### config.mk
export PLATFORM = sky130hd
export DESIGN_NAME = mat_mul_sequencer
export DESIGN_NICKNAME = d
export VERILOG_FILES = /design/src/rtl/mat_mul_sequencer.sv
export SDC_FILE = /design/constraint.sdc
export NUM_CORES = 1
export LEC_CHECK = 0
export BUFFER_PORTS_ARGS = -buffer_cell sky130_fd_sc_hd__buf_4
export CORE_MARGIN = 3
export CORE_UTILIZATION = 46
export CTS_CLUSTER_DIAMETER = 150
export CTS_CLUSTER_SIZE = 30
export DETAILED_ROUTE_END_ITERATION = 10
export PLACE_DENSITY = 0.92
export SYNTH_ARGS = -nofsm -noshare
export SYNTH_HDL_FRONTEND = slang
export SYNTH_SLANG_ARGS = --single-unit
### constraint.sdc
create_clock -name clk -period 2 [get_ports clk]
set_clock_uncertainty 0.1 [all_clocks]
set_input_delay 0.2 -clock clk [delete_from_list [all_inputs] [get_ports clk]]
set_output_delay 0.2 -clock clk [all_outputs]
set_load 0.01 [all_outputs]
### src/rtl/mat_mul_sequencer.sv
// -----------------------------------------------------------------------------
// mat_mul_sequencer
//
// Purpose: sequences one matrix-multiply job on a register-mapped multiplier
// slave. Operand pairs arrive on a valid/ready stream and are written to the
// slave (A -> 0x00, B -> 0x01). The multiplier (0x03) and adder (0x04) are then
// kicked. After adder_opdone, each result index is selected (0x06), read back
// from m_rdata and offered on a valid/ready result stream. Finally the slave
// is cleared (0x05 = 1, then 0x05 = 0) and done pulses for one cycle.
//
// Configuration macro: TIMEOUT_EN. When defined, a watchdog bounds the WAIT
// state to TIMEOUT_CYCLES cycles; expiry sets the sticky err flag, skips all
// reads and goes straight to the clear sequence. When undefined, WAIT has no
// bound and err is tied to 0.
//
// Ports:
//   clk, reset        rising-edge clock, synchronous active-high reset
//   start             job request, only looked at in IDLE
//   in_valid/in_ready operand stream, in_a/in_b carry one pair
//   out_valid/ready   result stream, out_data/out_idx carry one result
//   busy              high whenever the sequencer is not IDLE
//   done              one-cycle pulse on return to IDLE after a job
//   err               sticky watchdog flag, cleared by the next start
//   m_sel/m_wr/m_addr/m_wdata  register-write bus to the slave
//   m_rdata           slave read data
//   adder_opdone      adder completion from the slave
//   dbg_state         current FSM state, for observation only
//
// Handshake rule (both streams): a transfer happens on a rising edge where
// valid and ready are both high. The sender keeps its payload stable while
// valid is high and ready is low; ready never depends on the same-cycle
// value of the partner's valid.
// -----------------------------------------------------------------------------
module mat_mul_sequencer #(
  parameter int NUM_PAIRS      = 8,
  parameter int NUM_RESULTS    = 8,
  parameter int TIMEOUT_CYCLES = 1024
) (
  input  logic        clk,
  input  logic        reset,
  input  logic        start,
  input  logic        in_valid,
  output logic        in_ready,
  input  logic [31:0] in_a,
  input  logic [31:0] in_b,
  output logic        out_valid,
  input  logic        out_ready,
  output logic [31:0] out_data,
  output logic [2:0]  out_idx,
  output logic        busy,
  output logic        done,
  output logic        err,
  output logic        m_sel,
  output logic        m_wr,
  output logic [7:0]  m_addr,
  output logic [31:0] m_wdata,
  input  logic [31:0] m_rdata,
  input  logic        adder_opdone,
  output logic [3:0]  dbg_state
);

  typedef enum logic [3:0] {
    S_IDLE   = 4'd0,
    S_LOAD_A = 4'd1,
    S_LOAD_B = 4'd2,
    S_MSTART = 4'd3,
    S_ASTART = 4'd4,
    S_WAIT   = 4'd5,
    S_RADDR  = 4'd6,
    S_RWAIT  = 4'd7,
    S_RCAP   = 4'd8,
    S_CLR1   = 4'd9,
    S_CLR0   = 4'd10
  } state_t;

  localparam logic [3:0] LAST_PAIR   = 4'(NUM_PAIRS - 1);
  localparam logic [3:0] LAST_RESULT = 4'(NUM_RESULTS - 1);

  state_t      state;
  logic [3:0]  pair_cnt;
  logic [3:0]  idx;
  logic [31:0] b_q;

`ifdef TIMEOUT_EN
  localparam int WCW = $clog2(TIMEOUT_CYCLES + 1);
  localparam logic [WCW-1:0] WAIT_LAST = WCW'(TIMEOUT_CYCLES - 1);
  logic [WCW-1:0] wait_cnt;
  logic           err_q;
  assign err = err_q;
`else
  assign err = 1'b0;
`endif

  assign dbg_state = state;

  always_ff @(posedge clk) begin
    if (reset) begin
      state     <= S_IDLE;
      pair_cnt  <= '0;
      idx       <= '0;
      b_q       <= '0;
      in_ready  <= 1'b0;
      out_valid <= 1'b0;
      out_data  <= '0;
      out_idx   <= '0;
      busy      <= 1'b0;
      done      <= 1'b0;
`ifdef TIMEOUT_EN
      wait_cnt  <= '0;
      err_q     <= 1'b0;
`endif
    end else begin
      done <= 1'b0;
      case (state)
        S_IDLE: begin
          if (start) begin
            state    <= S_LOAD_A;
            pair_cnt <= '0;
            idx      <= '0;
            in_ready <= 1'b1;
            busy     <= 1'b1;
`ifdef TIMEOUT_EN
            err_q    <= 1'b0;
`endif
          end
        end
        S_LOAD_A: begin
          // The A write goes out combinationally this cycle; B is held for
          // the following LOAD_B write.
          if (in_valid) begin
            b_q      <= in_b;
            in_ready <= 1'b0;
            state    <= S_LOAD_B;
          end
        end
        S_LOAD_B: begin
          pair_cnt <= pair_cnt + 4'd1;
          if (pair_cnt == LAST_PAIR) begin
            state <= S_MSTART;
          end else begin
            state    <= S_LOAD_A;
            in_ready <= 1'b1;
          end
        end
        S_MSTART: state <= S_ASTART;
        S_ASTART: begin
          state <= S_WAIT;
`ifdef TIMEOUT_EN
          wait_cnt <= '0;
`endif
        end
        S_WAIT: begin
          // adder_opdone wins over a watchdog expiry in the same cycle.
          if (adder_opdone) begin
            state <= S_RADDR;
          end
`ifdef TIMEOUT_EN
          else if (wait_cnt == WAIT_LAST) begin
            err_q <= 1'b1;
            state <= S_CLR1;
          end else begin
            wait_cnt <= wait_cnt + 1'b1;
          end
`endif
        end
        S_RADDR: state <= S_RWAIT;
        S_RWAIT: begin
          // Slave read data is valid one cycle after the index write.
          out_data  <= m_rdata;
          out_idx   <= idx[2:0];
          out_valid <= 1'b1;
          state     <= S_RCAP;
        end
        S_RCAP: begin
          if (out_ready) begin
            out_valid <= 1'b0;
            idx       <= idx + 4'd1;
            state     <= (idx == LAST_RESULT) ? S_CLR1 : S_RADDR;
          end
        end
        S_CLR1: state <= S_CLR0;
        S_CLR0: begin
          state <= S_IDLE;
          busy  <= 1'b0;
          done  <= 1'b1;
        end
        default: state <= S_IDLE;
      endcase
    end
  end

  // Slave write bus. Decoded from the registered state; only the LOAD_A
  // write also depends on the live in_valid/in_a so the A operand is written
  // in its handshake cycle. Address and data stay at zero when not selected.
  always_comb begin
    m_sel   = 1'b0;
    m_wr    = 1'b0;
    m_addr  = 8'h00;
    m_wdata = 32'h0;
    case (state)
      S_LOAD_A: begin
        if (in_valid) begin
          m_sel   = 1'b1;
          m_wr    = 1'b1;
          m_addr  = 8'h00;
          m_wdata = in_a;
        end
      end
      S_LOAD_B: begin
        m_sel   = 1'b1;
        m_wr    = 1'b1;
        m_addr  = 8'h01;
        m_wdata = b_q;
      end
      S_MSTART: begin
        m_sel   = 1'b1;
        m_wr    = 1'b1;
        m_addr  = 8'h03;
        m_wdata = 32'h1;
      end
      S_ASTART: begin
        m_sel   = 1'b1;
        m_wr    = 1'b1;
        m_addr  = 8'h04;
        m_wdata = 32'h1;
      end
      S_RADDR: begin
        m_sel   = 1'b1;
        m_wr    = 1'b1;
        m_addr  = 8'h06;
        m_wdata = {28'h0, idx};
      end
      S_CLR1: begin
        m_sel   = 1'b1;
        m_wr    = 1'b1;
        m_addr  = 8'h05;
        m_wdata = 32'h1;
      end
      S_CLR0: begin
        m_sel   = 1'b1;
        m_wr    = 1'b1;
        m_addr  = 8'h05;
        m_wdata = 32'h0;
      end
      default: ;
    endcase
  end

endmodule

==> results of run 1 <==
cell type report:
cell class	count	area [um^2]	area share
Inverter	6	22.5	0.00371
Tap cell	102	128	0.0210
Sequential cell	83	1670	0.275
Clock inverter	7	76.3	0.0126
Timing Repair Buffer	258	2190	0.361
Multi-Input combinational cell	342	1860	0.307
Clock buffer	9	124	0.0204
sequential cells by signal (all words and copies together), names as in the netlist:
signal,count
idx,4
in_ready,1
busy,1
out_valid,1
dbg_state,4
pair_cnt,4
out_idx,3
out_data,32
b_q,32
done,1
cells in the mapped netlist (all sizes together), types with 2 or more instances:
master    n
nor3      4
buf      28
nand3b    5
nor4b     4
dfxtp    83
o211ai    3
ha        2
and3      5
mux2i     2
nand3     5
nor2     12
a311oi    2
o21ai     8
a21oi    77
nand2   146
or2       2
nand2b    5
a22oi     2
inv       6
a222oi    3
xor2      3
a22o     28
o41ai     2
clkbuf   17
critical path: stages, from the launching register on:
cell and delay [ps]:
dfxtp_4 370, and2b_2 200, and3_4 190, a222oi_1 380
inv_1 100, buf_6 130
power groups by stage:
stage | registers [uW] | clock network (uW) | logic (uW)
2_1_floorplan | 1790 | 0 | 438
3_3_place_gp | 1780 | 0 | 765
3_5_place_dp | 1790 | 0 | 790
4_1_cts | 1750 | 1230 | 948
5_1_grt | 1760 | 1310 | 1060
6_report | 1750 | 1220 | 983
per-layer routing:
metal,part of all wire,vias to the layer above
li1,-,2061
met1,0.36,1998
met2,0.52,186
met3,0.094,32
met4,0.027,0
met5,0,-
how the worst max path moves through the flow:
stage	from	endpoint	slack, ps	cells past startpoint
final	dbg_state[0]$_SDFFE_PP0P_	m_wdata[3]	-7	5
after global placement	dbg_state[3]$_SDFFE_PP0P_	idx[2]$_SDFFE_PP0P_	250	5
after detailed placement	dbg_state[3]$_SDFFE_PP0P_	idx[2]$_SDFFE_PP0P_	220	5
after CTS	dbg_state[1]$_SDFFE_PP0P_	m_wdata[1]	-20	7
after global routing	dbg_state[0]$_SDFFE_PP0P_	m_wdata[1]	-80	7
after floorplan	dbg_state[1]$_SDFFE_PP0P_	m_wr	110	6
repair_timing:
item / in CTS / in global routing
pin swaps: 4 / 2
cloned: 2 / 0
buffers inserted: 11 / 1
hold endpoints to repair: 48 / 0
setup endpoints to repair: 33 / 34
hold buffers: 48 / 0
gates resized for setup: 21 / 7
cell families (layout without fill, tap and decap cells):
group                      Yosys count  count (layout)  synth area share
muxes                                2               2           0.00536
xor gates and xnor gates             3               3           0.00704
adders and majority gates            2               2           0.00670
other                                1               6           0.00100
AOI/OAI and AO/OA                  134             134             0.230
and+or+nand+nor                    195             195             0.237
DFF                                 83              83             0.445
buffers and inverters               51             280            0.0677
metrics by stage:
stage,utilization,setup TNS (ps)
after CTS,0.773,-16.4
after detailed placement,0.663,0
after global routing,0.777,-784
after global placement,0.663,0
final,0.777,-12.6
after floorplan,-,0
==> results.toml, run 1 <==
[run_status]
outcome = "complete, but fails checks"
violations = "negative setup slack"

[drt]
wl_per_cell_um = 15.7
antenna_left = 0
vias = 4277
dr.pass1.iters = 4
drtIter0Drc = 222
avgViaCountPerCell = 5.30
drc_errors = 0
drt-total-wl_mm = 12.7

[global_route]
grt_start_max_net_pins = 45
use_met3 = 0.0711
met2_usage = 0.475
grt_pass1_vias = 4153
met1_usage = 0.288
grt_busiest_layer = "met2"
antenna_found_initial = 0
track_usage = 0.264
grt_pass1_wl_mm = 19.2
grt_remaining_overflow = 0

[cells_and_area]
n_antenna_cell = 0
mostFrequentLayoutCells = "buf_4, nand2_1, dfxtp_1, a21oi_1, dlygate4sd3_1"
syn_to_final_growth_pct = 62.6
final_nets = 804
stdcell_count = 807
post-route-cell-area_um2 = 6070
fillers = 514
final_common_cell = "buf_4"
drive_gt1_frac = 0.342

[die]
num_io_pins = 188
dieArea_um2 = 9230
core_um2 = 7810
rows = 32
die_h_um = 96.1
die_w_um = 96.1
start_util = 0.478

[critical_path]
critPathKind = "register to primary output"
cp_max_fo = 7
rrSetupSlack_ps = 130
cp-start-kind = "register"
cp.arrival_ps = 1710
crit_path_end_kind = "primary output"
r2r_end = "idx[2]$_SDFFE_PP0P_"
reg2regPathDepth = 6
r2r-start = "dbg_state[3]$_SDFFE_PP0P_"
required_ps = 1700

[worst_hold_path]
whs_endpoint = "b_q[17]$_SDFFE_PP0P_"
hold_depth = 3
hold_start = "in_b[17]"
min_path_type = "primary input to register"

[yosys]
synth-edff-count = 0
yosysWarnings = 0
synthesis.area_um2 = 3730
ys_seq_elements = 83
synth_area_leader_cell = "dfxtp_1"
yosysSeqAreaShare = 0.445
synthArstFlopShare = 0
ys_top_cells_by_area = "dfxtp_1, nand2_1, a21oi_1"
synthFlopType = "dfxtp_1"
synth_area_per_cell_um2 = 7.92
yosysUniqueCellTypes = 50
synthCells = 471
synth_top_area_frac = 0.445

[pwr]
p_clk_frac = 0.308
p_sw_frac = 0.282
power_frac_comb = 0.249
p_int_uw = 2840
power_uw = 3950
leakage_uw = 0.00261
p_sw_uw = 1120
p_seq_frac = 0.444
power_density_nw_per_um2 = 652
peakVddDrop_mv = 0.407

[cts]
clk_latency_ps = 340
cts_buffer_depth = 2
clk_pin_slew_ps = 90
root_buffer = "clkbuf_8"
clock_sinks = 83
cts-buffers-inserted = 9
cts_tree = "done"
cts_max_level = 3

[timing]
setup_violations = 2
min_period_ps = 2010
fin_ws_ps = -6.93
fmax_ghz = 0.498
hold_violations = 0
drv_slew = 0
period_share = 1.00
hold_ws_ps = 9.69
grt_setup_unrepaired = "yes"

[job]
cap_viol_max_count = 0

[placement]
routabilityCongestion = 0.864
placed_area_um2 = 5170
placedCellCount = 730
port_buffers = 181
place_ws_ps = 218
post-dp-hpwl_mm = 7.90
No activity file was read; power rests on OpenSTA's default activity.
==> run 2, diff against run 1 <==
--- a/config.mk
+++ b/config.mk
@@ -15,3 +15,4 @@
 export SYNTH_ARGS = -nofsm -noshare
 export SYNTH_HDL_FRONTEND = slang
 export SYNTH_SLANG_ARGS = --single-unit
+export TNS_END_PERCENT = 50
==> results.toml, run 2 (synthesis results as in run 1) <==
[critical_path]
crit_buf_inv = 2
reg2regPathDepth = 6
required_ps = 1700
cp-start-kind = "register"
path_cells = "nor2_1 -> and3_4 -> buf_6 -> a22o_1 -> buf_4"
crit_path_top_delay_cell = "dfxtp_2"
cp_top_family = "simple AND/OR/NAND/NOR gates"
cp.arrival_ps = 1710
cp_max_fo = 19
critPathKind = "register to primary output"
slowest_delay_ps = 350
crit_path_end_kind = "primary output"
cp.depth = 5

[cells_and_area]
syn_to_final_growth_pct = 62.6
post-route-cell-area_um2 = 6070
mostFrequentLayoutCells = "buf_4, nand2_1, dfxtp_1, a21oi_1, dlygate4sd3_1"
n_antenna_cell = 0
final_common_cell = "buf_4"
fillers = 514
drive_gt1_frac = 0.342
top_regs = "b_q: 32 flops, out_data: 32 flops"
final_nets = 804

[cts]
root_buffer = "clkbuf_8"
clk_pin_slew_ps = 90
clock_sinks = 83
clk_latency_ps = 340
cts_max_level = 3
cts-buffers-inserted = 9
cts_tree = "done"
cts_buffer_depth = 2

[die]
start_util = 0.478
die_h_um = 96.1
num_io_pins = 188
die_w_um = 96.1
rows = 32
dieArea_um2 = 9230
core_um2 = 7810

[timing]
fin_ws_ps = -13.0
fmax_ghz = 0.497
hold_ws_ps = 9.09
period_share = 1.01
hold_violations = 0
setup_violations = 2
drv_slew = 0
min_period_ps = 2010
grt_setup_unrepaired = "yes"

[pwr]
leakage_uw = 0.00261
power_uw = 3950
peakVddDrop_mv = 0.406
power_density_nw_per_um2 = 651

[global_route]
antenna_found_initial = 0
grt_pass1_wl_mm = 19.2
grt_remaining_overflow = 0
track_usage = 0.264
grt_pass1_vias = 4153
grt_start_max_net_pins = 45

[worst_hold_path]
hold_depth = 3
min_path_type = "primary input to register"

[drt]
drtIter0Drc = 250
vias = 4299
antenna_left = 0
wl_per_cell_um = 15.7
dr.pass1.iters = 5
drc_errors = 0
drt-total-wl_mm = 12.7
avgViaCountPerCell = 5.33

[placement]
post-dp-hpwl_mm = 7.90
placed_area_um2 = 5170
routabilityCongestion = 0.864
port_buffers = 181

[job]
cap_viol_max_count = 0

[run_status]
outcome = "complete, but fails checks"
violations = "negative setup slack"
==> run 2: worst min-delay path: stages <==
cell     delay (ps)
buf_4           110
nand2_1          50
a21oi_1          50
==> run 2: report_power, final <==
part / leakage [uW] / total, uW / internal, uW / switching (uW)
sequential: 0.000673 / 1750 / 1720 / 39.4
clock: 0.0000962 / 1210 / 586 / 628
combinational: 0.00184 / 984 / 539 / 445
==> run 2: timing repair <==
action / in CTS / in global routing
hold buffers: 48 / 0
setup buffers: 11 / 1
gates resized for setup: 21 / 7
gates cloned: 2 / 0
pin swaps: 4 / 2
endpoints found under the hold margin: 48 / 0
setup endpoints to repair: 33 / 34
==> run 2: final timing paths <==
path	startpoint	endpoint	slack, ps
setup / recovery	dbg_state[2]$_SDFFE_PP0P_	m_wdata[20]	-10
hold / removal	in_b[17]	b_q[17]$_SDFFE_PP0P_	9
setup reg to reg	dbg_state[3]$_SDFFE_PP0P_	idx[2]$_SDFFE_PP0P_	130
hold reg to reg	out_data[12]$_SDFFE_PP0P_	out_data[12]$_SDFFE_PP0P_	360
==> run 2: metrics by stage <==
step           worst slack, ps  setup TNS, ps   util  std cells
2_1_floorplan              112              0      -        476
3_3_place_gp               254              0  0.663        730
3_5_place_dp               218              0  0.663        730
4_1_cts                  -16.4          -16.4  0.773        806
5_1_grt                  -80.8           -784  0.777        807
6_report                 -13.0          -21.7  0.777        807
==> run 2: final cells by class <==
cell class	count	area [um^2]	area share
Clock inverter	7	76.3	0.0126
Clock buffer	9	124	0.0204
Tap cell	102	128	0.0210
Inverter	6	22.5	0.00371
Multi-Input combinational cell	342	1860	0.307
Timing Repair Buffer	258	2190	0.361
Sequential cell	83	1670	0.275
==> run 2: layer usage <==
layer,global-route usage,share of wire
met3,0.0711,0.096
met2,0.475,0.52
met4,0.116,0.027
met5,0,0
met1,0.288,0.36
==> run 3, diff against run 2 <==
--- a/config.mk
+++ b/config.mk
@@ -11,7 +11,9 @@
 export CTS_CLUSTER_DIAMETER = 150
 export CTS_CLUSTER_SIZE = 30
 export DETAILED_ROUTE_END_ITERATION = 10
+export MAX_ROUTING_LAYER = met4
 export PLACE_DENSITY = 0.92
+export RECOVER_POWER = 25
 export SYNTH_ARGS = -nofsm -noshare
 export SYNTH_HDL_FRONTEND = slang
 export SYNTH_SLANG_ARGS = --single-unit
==> results.toml, run 3 (synthesis results as in run 1) <==
[cells_and_area]
utilization = 0.744
final_common_cell = "buf_4"
mostFrequentLayoutCells = "buf_4, nand2_1, dfxtp_1, a21oi_1, dlygate4sd3_1"
n_antenna_cell = 0
syn_to_final_growth_pct = 55.6
stdcell_count = 795
post-route-cell-area_um2 = 5810
final_nets = 792
drive_gt1_frac = 0.299
top_regs = "b_q: 32 flops, out_data: 32 flops"

[critical_path]
cp.arrival_ps = 1770
r2r_end = "pair_cnt[3]$_SDFFE_PP0P_"
cp_max_fo = 11
reg2regPathDepth = 8
rrSetupSlack_ps = 10
crit_start = "dbg_state[2]$_SDFFE_PP0P_"
critPathKind = "register to primary output"
crit_path_end_kind = "primary output"
required_ps = 1700
cp-start-kind = "register"
r2r-start = "dbg_state[2]$_SDFFE_PP0P_"

[run_status]
violations = "negative setup slack"
outcome = "complete, but fails checks"

[pwr]
leakage_uw = 0.00242
p_sw_uw = 1050
power_frac_comb = 0.243
p_int_uw = 2820
p_sw_frac = 0.272
power_density_nw_per_um2 = 667
p_seq_frac = 0.453
p_clk_frac = 0.305
peakVddDrop_mv = 0.525

[placement]
routabilityCongestion = 0.892
placed_area_um2 = 5170
port_buffers = 181
placedCellCount = 730
place_ws_ps = 179
post-dp-hpwl_mm = 7.98

[die]
start_util = 0.478
die_w_um = 96.1
die_h_um = 96.1
rows = 32
dieArea_um2 = 9230
num_io_pins = 188
core_um2 = 7810

[drt]
drtIter0Drc = 253
vias = 4268
drc_errors = 0
wl_per_cell_um = 15.8
avgViaCountPerCell = 5.37
antenna_left = 0
drt-total-wl_mm = 12.5
dr.pass1.iters = 5

[cts]
cts-buffers-inserted = 9
clk_latency_ps = 340
cts_buffer_depth = 2
root_buffer = "clkbuf_8"
cts_max_level = 3
cts_tree = "done"
clock_sinks = 83
clk_pin_slew_ps = 80

[timing]
fin_setup_tns_ps = -625
setup_violations = 23
hold_violations = 0
fmax_ghz = 0.484
grt_setup_unrepaired = "yes"
min_period_ps = 2070
drv_slew = 0
fin_ws_ps = -65.8
period_share = 1.03

[global_route]
grt_pass1_vias = 4007
grt_remaining_overflow = 0
antenna_found_initial = 0
track_usage = 0.260
grt_pass1_wl_mm = 18.4
grt_start_max_net_pins = 45

[worst_hold_path]
hold_depth = 3
min_path_type = "primary input to register"
whs_endpoint = "b_q[3]$_SDFFE_PP0P_"
hold_start = "in_b[3]"

[job]
cap_viol_max_count = 0
==> run 3: cell count changes in the layout (fill, tap and decap cells not counted), moves of 2 or more <==
cell	before	now
inv_6	2	0
dlygate4sd3_1	48	36
clkinv_2	1	3
clkbuf_1	0	33
buf_8	2	0
buf_4	192	160
==> run 3: critical path: stages, from the launching register on <==
cell,delay (ps)
dfxtp_4,370
buf_6,130
nor4b_4,290
buf_6,190
buf_6,160
a22o_1,160
buf_4,120
==> run 3: power groups by stage <==
stage / combinational (uW) / clock, uW / sequential [uW]
final: 941 / 1180 / 1750
after floorplan: 438 / 0 / 1790
after detailed placement: 794 / 0 / 1790
after global routing: 1010 / 1280 / 1760
after CTS: 892 / 1200 / 1750
after global placement: 767 / 0 / 1780
==> run 3: worst max path at each step <==
stage               slack, ps  cells past startpoint                  end
detailed placement        180                      5  idx[2]$_SDFFE_PP0P_
global placement          250                      5  idx[2]$_SDFFE_PP0P_
CTS                       -40                      7           m_wdata[1]
finish                    -70                      6          m_wdata[14]
global route             -130                      6          m_wdata[19]
floorplan                 110                      6                 m_wr
==> run 3: metal layers <==
metal	vias up	global-route usage	wire length, um
li1	2040	-	-
met1	1994	0.281	4620
met2	199	0.454	6420
met3	35	0.0485	1080
met4	0	0.127	412
met5	-	-	0
==> run 3: per-stage QoR <==
stage	total power (uW)	hold WS [ps]
floorplan	2230	236
finish	3870	7.64
detailed placement	2580	347
CTS	3840	0.234
global placement	2550	342
global route	4050	3.33
==> run 3: cell type report <==
cell class / instances / area, um^2
fill: 576 / 2000
timing repair buffer: 246 / 1940
multi-input combinational: 342 / 1850
tap: 102 / 128
inverter: 6 / 22.5
sequential: 83 / 1670
clock buffer: 11 / 141
clock inverter: 5 / 52.6
==> run 3: repair_timing <==
item	in CTS	in global routing
endpoints found under the hold margin	35	1
hold buffers	35	1
setup endpoints to repair	33	34
gates cloned	1	1
buffers inserted	8	4
resized for setup	18	9
pin swaps	4	5
